### config.mk
export PLATFORM = sky130hd
export DESIGN_NAME = mem_line_xfer
export DESIGN_NICKNAME = d
export VERILOG_FILES = /design/src/rtl/mem_line_xfer.sv
export SDC_FILE = /design/constraint.sdc
export NUM_CORES = 1
export LEC_CHECK = 0
export BUFFER_PORTS_ARGS = -buffer_cell sky130_fd_sc_hd__buf_2
export CAP_MARGIN = 15
export CORE_ASPECT_RATIO = 1.25
export CORE_MARGIN = 8
export CORE_UTILIZATION = 48
export DETAILED_ROUTE_END_ITERATION = 7
export GPL_TIMING_DRIVEN = 1
export PLACE_DENSITY = 0.73
export SYNTH_ARGS = -nofsm -noshare
export SYNTH_HDL_FRONTEND = slang
export SYNTH_SLANG_ARGS = --single-unit
export TNS_END_PERCENT = 10
### constraint.sdc
create_clock -name clk -period 18.64 [get_ports clk]
set_clock_uncertainty 0.15 [all_clocks]
set_input_delay 1.864 -clock clk [delete_from_list [all_inputs] [get_ports clk]]
set_output_delay 1.864 -clock clk [all_outputs]
set_load 0.01 [all_outputs]
### src/rtl/mem_line_xfer.sv
// rtl/mem_line_xfer.sv - line-granular read/write sequencer for a 32-bit word memory
//
// Moves one line of N = 2**LINE_LEN 32-bit words between a wide line bus and
// a single-ported synchronous memory, one word per clock.
//
// Ports:
//   clk, rst        clock (rising edge), asynchronous active-high reset
//   req_valid       transfer request, taken only while ready is high
//   req_we          1 = write wr_line to memory, 0 = read line into rd_line
//   req_line        line address (word address without the in-line offset)
//   wr_line         write data, word k at bits [32k+31:32k]
//   ready           high while idle
//   done            one-cycle pulse in the first idle cycle after a transfer
//   rd_line         read data, same packing as wr_line, held until next read
//   mem_addr        memory word address
//   mem_wr_req      memory write strobe
//   mem_wr_data     memory write data
//   mem_rd_data     memory read data, valid one cycle after mem_addr
module mem_line_xfer #(
  parameter int ADDR_LEN = 11,
  parameter int LINE_LEN = 3
) (
  input  logic                             clk,
  input  logic                             rst,
  input  logic                             req_valid,
  input  logic                             req_we,
  input  logic [ADDR_LEN-LINE_LEN-1:0]     req_line,
  input  logic [32*(2**LINE_LEN)-1:0]      wr_line,
  output logic                             ready,
  output logic                             done,
  output logic [32*(2**LINE_LEN)-1:0]      rd_line,
  output logic [ADDR_LEN-1:0]              mem_addr,
  output logic                             mem_wr_req,
  output logic [31:0]                      mem_wr_data,
  input  logic [31:0]                      mem_rd_data
);

  localparam int N  = 2**LINE_LEN;
  localparam int LW = 32*N;

  typedef enum logic [1:0] {IDLE, READ, READ_TAIL, WRITE} state_t;

  state_t                        state;
  logic [LINE_LEN-1:0]           cnt;
  logic                          we_q;
  logic [ADDR_LEN-LINE_LEN-1:0]  line_q;
  logic [LW-1:0]                 wr_q;

  logic [LINE_LEN-1:0]           cnt_nx;
  logic [LINE_LEN-1:0]           cnt_pv;
  logic                          cnt_last;

  assign cnt_nx   = cnt + 1'b1;
  assign cnt_pv   = cnt - 1'b1;
  assign cnt_last = (cnt == '1);

  // state is a register, so ready is a clean decode of registered state
  assign ready = (state == IDLE);

  // mem_addr and mem_wr_data are loaded one edge ahead with the value the
  // next cycle needs, so they equal {line_q, cnt} and word cnt while busy.
  always_ff @(posedge clk or posedge rst) begin
    if (rst) begin
      state       <= IDLE;
      cnt         <= '0;
      we_q        <= 1'b0;
      line_q      <= '0;
      wr_q        <= '0;
      done        <= 1'b0;
      rd_line     <= '0;
      mem_addr    <= '0;
      mem_wr_req  <= 1'b0;
      mem_wr_data <= '0;
    end else begin
      done <= 1'b0;
      case (state)
        IDLE: begin
          if (req_valid) begin
            we_q     <= req_we;
            line_q   <= req_line;
            cnt      <= '0;
            mem_addr <= {req_line, {LINE_LEN{1'b0}}};
            if (req_we) begin
              wr_q        <= wr_line;
              mem_wr_req  <= 1'b1;
              mem_wr_data <= wr_line[31:0];
              state       <= WRITE;
            end else begin
              state <= READ;
            end
          end
        end
        READ: begin
          // data for the address of the previous cycle arrives now
          if (cnt != '0)
            rd_line[{cnt_pv, 5'b0} +: 32] <= mem_rd_data;
          cnt <= cnt_nx;
          if (cnt_last) begin
            mem_addr <= '0;
            state    <= READ_TAIL;
          end else begin
            mem_addr <= {line_q, cnt_nx};
          end
        end
        READ_TAIL: begin
          rd_line[LW-1 -: 32] <= mem_rd_data;
          cnt   <= '0;
          done  <= 1'b1;
          state <= IDLE;
        end
        WRITE: begin
          cnt <= cnt_nx;
          if (cnt_last) begin
            mem_addr    <= '0;
            mem_wr_req  <= 1'b0;
            mem_wr_data <= '0;
            done        <= 1'b1;
            state       <= IDLE;
          end else begin
            mem_addr    <= {line_q, cnt_nx};
            mem_wr_data <= wr_q[{cnt_nx, 5'b0} +: 32];
          end
        end
        default: state <= IDLE;
      endcase
    end
  end

  // direction is carried by the state; the latched copy is kept for debug visibility
  logic unused_we;
  assign unused_we = we_q;

endmodule

## After elaboration in Yosys (flattened, before gate mapping)

Cells that the tools add are included.

- Bits of input ports: 300
- Flip-flop bits (word level): 570
- Word-level logic and storage cells: 62
- Output and inout bits: 302

- $add $sub $neg: 3
- Reduce and logical (&&, ||, !) cells: 14
- Eq/ne operators: 9
- Mux-type cells: 23
- Shifts and indexed selects: 3

Operators with widths:

| operator | count |
|---|---|
| bitwise mux 256 bit | 1 |
| 2-to-1 mux 256 bit | 1 |
| variable shift 32 x 10 -> 256 bit, first input constant | 1 |
| indexed part select 256 x 9 -> 32 bit | 1 |
| indexed part select 32 x 10 -> 256 bit | 1 |
| case mux 32 bit (2 select lines) | 2 |
| 2-to-1 mux 32 bit | 3 |
| 2-to-1 mux 11 bit | 2 |
| case mux 11 bit (2 select lines) | 1 |
| != test 2 bit, second input constant | 5 |
| negation 8 -> 10 bit | 1 |
| case mux 3 bit (3 select lines) | 1 |
| AND reduction 3 bit | 3 |
| 2-to-1 mux 2 bit | 4 |
| case mux 2 bit (4 select lines) | 1 |
| AND reduction 2 bit | 4 |
| nonzero test 2 bit | 3 |
| equality test 2 bit, second input constant | 2 |
| 2-to-1 mux 1 bit | 4 |
| case mux 1 bit (2 select lines) | 2 |
| AND reduction 4 bit | 1 |
| adder 3 x 1 -> 3 bit, second input constant | 1 |
| equality test 3 bit, second input constant | 1 |
| 2-to-1 mux 3 bit | 1 |
| 5 further kinds | 5 |

## Depth between registers and ports, before layout

Gate-level depths: netlist (run 1).

- Depth after elaboration: 6
- Depth in mapped cells: 11
- Gate-level depth less buffers: 9

## Worst setup path after synthesis (run 1)

Ideal clock, no wire load.

- Path type: input to register
- From: input req_valid
- To: register wr_q[0]
- Buffers on the path: 4
- Stages on the path: 7
- Library setup time: 0.125 ns
- Setup slack: 15.246 ns
- Data required time: 18.365 ns
- Arrival time: 3.119 ns
- Cells stage by stage: buf_2 > nand2_1 > nor3_1 > buf_2 > buf_2 > buf_2 > mux2_2

- Cells in the longest elaborated chain, start to end: 1

Ends and longest elaborated chain:

| what | line | text |
|---|---|---|
| start, declared | 25 | `input logic req_valid,` |
| AND reduction 3 bit (no source line) | -- |  |
| end signal, assigned | 84 | `wr_q <= wr_line;` |
| end, declared | 47 | `logic [LW-1:0] wr_q;` |

No other way between the ends.
A chain may end at the register's enable or synchronous reset.

==> results of run 1 <==
[layout make-up]
cell class,instances,share of cell area
Antenna cell,12,0.001013
Clock buffer,79,0.05564
Clock inverter,17,0.005995
Inverter,37,0.004939
Multi-Input combinational cell,1102,0.3141
Sequential cell,570,0.4815
Tap cell,658,0.02778
Timing Repair Buffer,629,0.1090
[critical path, cell delays in order]
cell and delay [ns]:
buf_2 0.13, inv_8 0.71, buf_4 0.84, buf_4 0.83
buf_4 0.89
[power groups by stage]
stage                     registers, mW  clock network, mW  logic, mW
after floorplan                    2.14                  0       1.34
after global placement             2.07                  0       2.12
after detailed placement           2.10                  0       2.18
after CTS                          2.08               1.15       2.19
after global routing               2.15               1.20       2.34
final                              2.09               1.13       2.17
[per-stage QoR]
stage / instance area (um2) / utilization
6_report: 29640 / 0.5905
5_1_grt: 29620 / 0.5902
4_1_cts: 29610 / 0.5899
3_5_place_dp: 27780 / 0.5535
3_3_place_gp: 27780 / 0.5535
2_1_floorplan: 24300 / -
[final timing paths]
| check | end | slack (ns) | from | cells past startpoint |
|---|---|---|---|---|
| setup reg to reg | mem_wr_data[24]$_DFFE_PP0P_ | 14.71 | cnt[0]$_DFFE_PP0N_ | 8 |
| min in group asynchronous | mem_addr[7]$_DFFE_PP0P_ | 1.38 | rst | 2 |
| setup / recovery | wr_q[121]$_DFFE_PP0P_ | 13.64 | rst | 5 |
| hold reg to reg | mem_wr_req$_DFFE_PP0P_ | 0.32 | mem_wr_req$_DFFE_PP0P_ | 1 |
| max in group clk | wr_q[85]$_DFFE_PP0P_ | 14.28 | req_valid | 7 |
| hold / removal | mem_wr_req$_DFFE_PP0P_ | 0.32 | mem_wr_req$_DFFE_PP0P_ | 1 |
[cells by family after synthesis]
kind of cell             after synthesis  synth area share
AO/OA/AOI/OAI                        274           0.07802
adder cells (fa/ha/maj)                8          0.004120
multiplexers                         521            0.2367
XOR/XNOR                               2          0.001030
buffers and inverters                171           0.03342
flip-flops                           570            0.5871
AND/OR/NAND/NOR                      297           0.05968
[layout by cell type, fill, tap and decap left out, drive strengths merged, types with 38 or more instances in the layout]
cell	count
mux2i	102
inv	38
o22ai	40
o21ai	67
buf	629
dfrtp	570
nand2	172
and2	66
mux2	418
clkbuf	79
[state kept, by name, indices dropped and copies added (netlist names)]
name,count
rd_line,256
wr_q,256
mem_wr_data,32
mem_addr,11
line_q,8
cnt,3
state,2
done,1
mem_wr_req,1
[cells in the mapped netlist, types with 4 or more instances]
master,number,area share
dfrtp_1,570,0.59
mux2_2,400,0.19
nand2_1,172,0.027
mux2i_1,102,0.042
and2_1,66,0.017
clkbuf_1,51,0.0079
buf_2,47,0.0097
o22ai_1,40,0.010
inv_1,36,0.0056
o21ai_1,34,0.0070
o21ai_0,33,0.0068
a21oi_1,32,0.0066
a22o_1,32,0.012
nor3b_1,32,0.0099
o221ai_1,32,0.012
a221oi_1,31,0.011
o211ai_1,31,0.0096
mux2_1,18,0.0083
buf_4,17,0.0053
buf_1,11,0.0017
ha_1,8,0.0041
buf_6,6,0.0028
nor2_1,6,0.00093
nand2b_1,4,0.0010
nand3_1,4,0.00082
[layer usage]
metal	up-vias	wire [um]
met1	8989	29130
met2	742	36850
li1	7697	-
met5	-	165
met4	26	2621
met3	162	6536
==> flow_summary.json, run 1 <==
{
  "synth_warnings": 0,
  "slew_viol_final": 0,
  "track_usage": 0.2513,
  "hold_buffers": 0,
  "synth_cells": 1843,
  "leakage_nw": 14.50,
  "drtIter0Drc": 1277,
  "wire_per_inst_um": 24.26,
  "hp-class": "reg2reg",
  "fin_nets": 2703,
  "dieArea_mm2": 0.05812,
  "syn_area_mm2": 0.02430,
  "vias": 17620,
  "p_total_mw": 5.385,
  "seqCellArea_mm2": 0.01427,
  "met3_usage": 0.07411,
  "fp.dieW_um": 217.2,
  "synth_cell_types": 47,
  "initial_core_util": 0.4841,
  "internal_power_mw": 3.397,
  "ys_seq_area_frac": 0.5871,
  "crit_type": "in2async",
  "endpoint_kind": "async pin",
  "setup_slack_ns": 13.64,
  "vias_per_cell": 5.675,
  "synth-edff-count": 0,
  "ys_ff_latch": 570,
  "first_pass_iters": 5,
  "syn_avg_cell_area_um2": 13.18,
  "synthArstFlopShare": 1.000,
  "multiInputGateArea_mm2": 0.009310,
  "drt-total-wl_mm": 75.31,
  "hold_ws_ns": 0.3205,
  "synth_nets": 2151,
  "place_ws_ns": 12.85,
  "antenna_found_initial": 26,
  "grt_max_degree": 183,
  "dp_hpwl_mm": 53.57,
  "gp_congestion": 0.8616,
  "die_h_um": 267.5,
  "cts_buffers": 55,
  "ir_drop_v": 0.0001075,
  "hold_violations": 0,
  "port_buffers": 601,
  "tightest_slew_ns": 1.178,
  "clk_latency_ns": 0.60,
  "rows": 92,
  "comb_power_share": 0.403,
  "critical_path_required_ns": 19.07,
  "netSwitchingPower_mw": 1.988,
  "ant_nets": 0,
  "pwr-share-seq": 0.387,
  "drcViolationCount": 0,
  "max_freq_ghz": 0.2001,
  "cts_resized": 0,
  "fin_crit_ns": 4.998,
  "clkTransAtPathRegs_ns": 0.06,
  "cts-htree-levels": 2,
  "fin_crit_sh": 0.2681,
  "clockRootBuffer": "clkbuf_16",
  "coreArea_mm2": 0.05019,
  "startpoint_type": "input pin",
  "cts.sinks": 570,
  "finalSetupTns_ns": 0,
  "top_usage_layer": "met2",
  "n_fill_cell": 4054,
  "relSlewSlack": 0.2150,
  "grtUsageMet1": 0.3033,
  "cts_tree": "yes",
  "cts_setup_buffers": 0,
  "grt_pass1_vias": 18770,
  "syn2layout_area_growth_pct": 21.98,
  "overflow": 0,
  "p_sw_frac": 0.3692,
  "layout-drive-gt1-share": 0.4675,
  "cp_max_fo": 151,
  "finalSetupViolCount": 0,
  "clkPwrFrac": 0.209,
  "layoutNonFillerInstCount": 3104,
  "grt_util_met2": 0.4244,
  "clock_path_buffers": 3,
  "critPathArrivalTime_ns": 5.43,
  "outcome": "complete, no violations",
  "dp_cells": 2996,
  "pwr_density_cell_mw_per_mm2": 181.7,
  "ios": 602,
  "max_cap_violations": 0,
  "grt_pass1_wl_mm": 114.1,
  "ys.flop_type": "dfrtp_1",
  "rsz0062_at_grt": "no"
}
No activity file was read; power rests on OpenSTA's default activity.
==> inputs of run 2 (changes only) <==
--- a/config.mk
+++ b/config.mk
@@ -9,7 +9,7 @@
 export CAP_MARGIN = 15
 export CORE_ASPECT_RATIO = 1.25
 export CORE_MARGIN = 8
-export CORE_UTILIZATION = 48
+export CORE_UTILIZATION = 50
 export DETAILED_ROUTE_END_ITERATION = 7
 export GPL_TIMING_DRIVEN = 1
 export PLACE_DENSITY = 0.73
==> constraint.sdc (replaced) <==
create_clock -name clk -period 4.9 [get_ports clk]
set_clock_uncertainty 0.15 [all_clocks]
set_input_delay 0.49 -clock clk [delete_from_list [all_inputs] [get_ports clk]]
set_output_delay 0.49 -clock clk [all_outputs]
set_load 0.01 [all_outputs]
==> flow_summary.json, run 2 (synthesized netlist as in run 1, its figures left out) <==
{
  "outcome": "complete, no violations",
  "cts_buffers": 56,
  "crit_path_end": "rd_line[168]$_DFFE_PP0P_",
  "cts.sinks": 570,
  "vias": 19300,
  "fin_nets": 2968,
  "slew_viol_final": 0,
  "grt_pass1_wl_mm": 123.8,
  "finalSetupTns_ns": 0,
  "max_freq_ghz": 0.2853,
  "initial_core_util": 0.5041,
  "p_total_mw": 20.92,
  "final_util": 0.6710,
  "gp_congestion": 0.8785,
  "r2r_setup_slack_ns": 1.39,
  "overflow": 0,
  "r2r_start": "cnt[0]$_DFFE_PP0N_",
  "layout-drive-gt1-share": 0.4230,
  "relSlewSlack": 0.2329,
  "fin_crit_sh": 0.7153,
  "wire_per_inst_um": 24.32,
  "ios": 602,
  "tightest_slew_ns": 1.148,
  "hp-class": "in2reg",
  "final_cell_mix": "buf_2 (601), dfrtp_1 (567), mux2_2 (400)",
  "startpoint_type": "flop",
  "cts-htree-levels": 2,
  "critical_path_required_ns": 5.23,
  "clkTransAtPathRegs_ns": 0.06,
  "track_usage": 0.2834,
  "pwr_density_cell_mw_per_mm2": 646.8,
  "max_cap_violations": 0,
  "vias_per_cell": 5.746,
  "syn2layout_area_growth_pct": 33.09,
  "dp_hpwl_mm": 53.09,
  "critPathArrivalTime_ns": 3.84,
  "coreArea_mm2": 0.04820,
  "cts_tree": "yes",
  "ant_nets": 0,
  "grt_pass1_vias": 20600,
  "antenna_found_initial": 13,
  "drcViolationCount": 0,
  "rows": 90,
  "drtIter0Drc": 1385,
  "clk_latency_ns": 0.60,
  "grt_max_degree": 158,
  "critPathLaunch": "cnt[0]$_DFFE_PP0N_",
  "fin_crit_ns": 3.505,
  "finalSetupViolCount": 0,
  "endpoint_kind": "flop",
  "crit_type": "reg2reg",
  "r2r-end": "rd_line[168]$_DFFE_PP0P_",
  "cts_setup_buffers": 0,
  "port_buffers": 601,
  "leakage_nw": 15.62,
  "hold_violations": 0,
  "cp_max_fo": 32,
  "ir_drop_v": 0.0004891,
  "reg_top3": "rd_line: 256 flops, wr_q: 256 flops, mem_wr_data: 32 flops",
  "r2r_cells": 9,
  "fp.dieW_um": 213.2,
  "dieArea_mm2": 0.05595,
  "layout_commonest_cell": "buf_2",
  "clock_path_buffers": 3,
  "clockRootBuffer": "clkbuf_16",
  "first_pass_iters": 6,
  "drt-total-wl_mm": 81.70,
  "rsz0062_at_grt": "no",
  "die_h_um": 262.5
}
## run 2: cell count changes in the layout (fill, tap and decap cells not counted), sizes merged
cell / previous run / this run
inv: 38 / 39
dlygate4sd3: 0 / 256
buf: 629 / 637
clkbuf: 79 / 86
diode: 12 / 13
clkinv: 13 / 6
clkinvlp: 0 / 3
## run 2: worst min path at each step
stage / from / end / cells after the start
2_1_floorplan: line_q[0]$_DFFE_PP0P_ / line_q[0]$_DFFE_PP0P_ / 2
3_3_place_gp: mem_wr_req$_DFFE_PP0P_ / mem_wr_req$_DFFE_PP0P_ / 1
3_5_place_dp: line_q[1]$_DFFE_PP0P_ / line_q[1]$_DFFE_PP0P_ / 2
4_1_cts: wr_line[57] / wr_q[57]$_DFFE_PP0P_ / 2
5_1_grt: wr_line[157] / wr_q[157]$_DFFE_PP0P_ / 2
6_report: wr_line[235] / wr_q[235]$_DFFE_PP0P_ / 2
## run 2: critical path, stage by stage, from the launching register on
cell and delay (ns):
dfrtp_2 0.41, inv_1 0.28, ha_1 0.25, xor2_2 0.22
inv_2 0.10, ha_1 0.36, inv_1 0.12, o21ai_1 0.18
nor2_4 0.85, mux2_2 0.42
## run 2: through the flow
step | worst slack, ns | hold WS, ns | instance area (um2) | std cells
floorplan | -3.504 | 0.2955 | 24300 | 1843
global placement | 1.526 | 0.3073 | 27890 | 2989
detailed placement | 1.418 | 0.3119 | 27900 | 2990
CTS | 1.408 | 0.0003631 | 32290 | 3345
global route | 1.209 | 0.0009650 | 32330 | 3356
finish | 1.395 | 0.03082 | 32340 | 3359
## run 2: what timing repair did
| item | in CTS | in global routing |
|---|---|---|
| hold buffers | 255 | 1 |
| endpoints found under the hold margin | 287 | 1 |
| gates resized for setup | 0 | 0 |
## run 2: final cells by class
type | instances | area [um2]
clock inverter | 14 | 165.2
sequential | 570 | 14270
timing repair buffer | 893 | 5936
antenna | 13 | 32.53
multi-input combinational | 1102 | 9310
fill | 3347 | 15860
clock buffer | 86 | 1675
tap | 644 | 805.8
inverter | 37 | 142.6
## run 2: report_power, final
group | internal, mW | switching (mW)
Combinational | 3.86 | 4.74
Sequential | 6.77 | 1.24
Clock | 2.50 | 1.81
Total | 13.1 | 7.79
## run 2: per-layer routing
layer	share of wire	GRT usage
met5	0.00040	0
met1	0.36	0.3305
met4	0.055	0.1438
met2	0.49	0.4815
met3	0.087	0.06633
==> inputs of run 3 (changes only) <==
==> constraint.sdc (replaced) <==
create_clock -name clk -period 3.4 [get_ports clk]
set_clock_uncertainty 0.15 [all_clocks]
set_input_delay 0.34 -clock clk [delete_from_list [all_inputs] [get_ports clk]]
set_output_delay 0.34 -clock clk [all_outputs]
set_load 0.01 [all_outputs]
==> flow_summary.json, run 3 (synthesized netlist as in run 1, its figures left out) <==
{
  "gp_congestion": 0.8725,
  "initial_core_util": 0.5041,
  "clock_path_buffers": 3,
  "vias": 19920,
  "layout_commonest_cell": "buf_2",
  "vias_per_cell": 5.820,
  "clk_latency_ns": 0.60,
  "pwr_density_cell_mw_per_mm2": 929.2,
  "dp_hpwl_mm": 55.28,
  "coreArea_mm2": 0.04820,
  "drt-total-wl_mm": 85.06,
  "syn2layout_area_growth_pct": 36.37,
  "hp-class": "in2reg",
  "hold_violations": 0,
  "endpoint_kind": "flop",
  "fin_crit_ns": 2.939,
  "ant_nets": 0,
  "final_cell_mix": "buf_2 (601), dfrtp_1 (567), mux2_2 (400)",
  "leakage_nw": 15.99,
  "track_usage": 0.2966,
  "dieArea_mm2": 0.05595,
  "r2r_cells": 9,
  "fin_nets": 3030,
  "crit_type": "reg2reg",
  "hold_depth": 4,
  "outcome": "complete, no violations",
  "startpoint_type": "flop",
  "finalSetupViolCount": 0,
  "cts_setup_buffers": 0,
  "final_util": 0.6875,
  "cp_max_fo": 24,
  "antenna_found_initial": 13,
  "place_area_mm2": 0.02823,
  "layout-drive-gt1-share": 0.4210,
  "fp.dieW_um": 213.2,
  "max_freq_ghz": 0.3402,
  "drtIter0Drc": 1571,
  "p_total_mw": 30.79,
  "cts.sinks": 570,
  "cts_tree": "yes",
  "grt_max_degree": 90,
  "port_buffers": 601,
  "drcViolationCount": 0,
  "grt_pass1_wl_mm": 128.9,
  "cts-htree-levels": 2,
  "critPathArrivalTime_ns": 3.27,
  "first_pass_iters": 7,
  "place_ws_ns": 0.4647,
  "die_h_um": 262.5,
  "overflow": 0,
  "critical_path_required_ns": 3.73,
  "hold_ws_ns": 0.2388,
  "setup_slack_ns": 0.4605,
  "wire_per_inst_um": 24.85,
  "ios": 602,
  "clockRootBuffer": "clkbuf_16",
  "rsz0062_at_grt": "no",
  "max_cap_violations": 0,
  "dp_cells": 3012,
  "rows": 90,
  "grt_pass1_vias": 21340,
  "ir_drop_v": 0.0006464,
  "reg_top3": "rd_line: 256 flops, wr_q: 256 flops, mem_wr_data: 32 flops",
  "fin_crit_sh": 0.8645,
  "final_area_mm2": 0.03313,
  "relSlewSlack": 0.4438,
  "slew_viol_final": 0,
  "finalSetupTns_ns": 0,
  "layoutNonFillerInstCount": 3423,
  "clkTransAtPathRegs_ns": 0.07,
  "cts_buffers": 54,
  "tightest_slew_ns": 0.8326
}
-- run 3: cell count changes in the layout (fill, tap and decap cells not counted), sizes merged --
cell	previous run	this run
dlygate4sd3	256	298
diode	13	12
inv	39	36
bufinv	3	6
clkinv	6	9
clkbuf	86	84
buf	637	659
-- run 3: what timing repair did --
| item | 4_1_cts | 5_1_grt |
|---|---|---|
| resized for setup | 0 | 0 |
| hold buffers | 298 | 0 |
| hold endpoints to repair | 419 | 0 |
-- run 3: path summary, 6_finish.rpt --
kind / startpoint / end / slack [ns]
min in group asynchronous: rst / rd_line[24]$_DFFE_PP0P_ / 0.29
hold / removal: req_we / mem_wr_data[1]$_DFFE_PP0P_ / 0.24
max in group asynchronous: rst / wr_q[227]$_DFFE_PP0P_ / 1.75
setup / recovery: cnt[0]$_DFFE_PP0N_ / rd_line[42]$_DFFE_PP0P_ / 0.46
hold reg to reg: line_q[7]$_DFFE_PP0P_ / line_q[7]$_DFFE_PP0P_ / 0.33
setup reg to reg: cnt[0]$_DFFE_PP0N_ / rd_line[42]$_DFFE_PP0P_ / 0.46
-- run 3: report_power, final --
part,switching [mW],internal [mW]
registers,1.85,9.76
logic,7.02,5.79
clock network,2.62,3.77
-- run 3: critical path, stage by stage (launching register included) --
cell and delay (ns):
dfrtp_2 0.49, inv_1 0.09, ha_1 0.24, xor2_2 0.21, inv_2 0.10, ha_1 0.38
o21ai_1 0.19, nor2_4 0.34, buf_12 0.24, mux2_2 0.37
-- run 3: layer usage --
layer	up-vias	track usage	part of all wire	wire [um]
met5	-	0	0.00014	12
met4	2	0.1727	0.066	5587
met3	319	0.07158	0.089	7610
met2	1191	0.4949	0.49	41610
met1	10040	0.3432	0.36	30240
li1	8373	-	-	-
-- run 3: cell type report --
cell class              instances  area [um2]
diodes                         12       30.03
clock buffers                  84        1638
clock inverters                17       247.7
fillers                      3231       15060
inverters                      37       142.6
multi-input cells            1102        9310
flip-flops and latches        570       14270
well taps                     644       805.8
repair buffers                957        6689
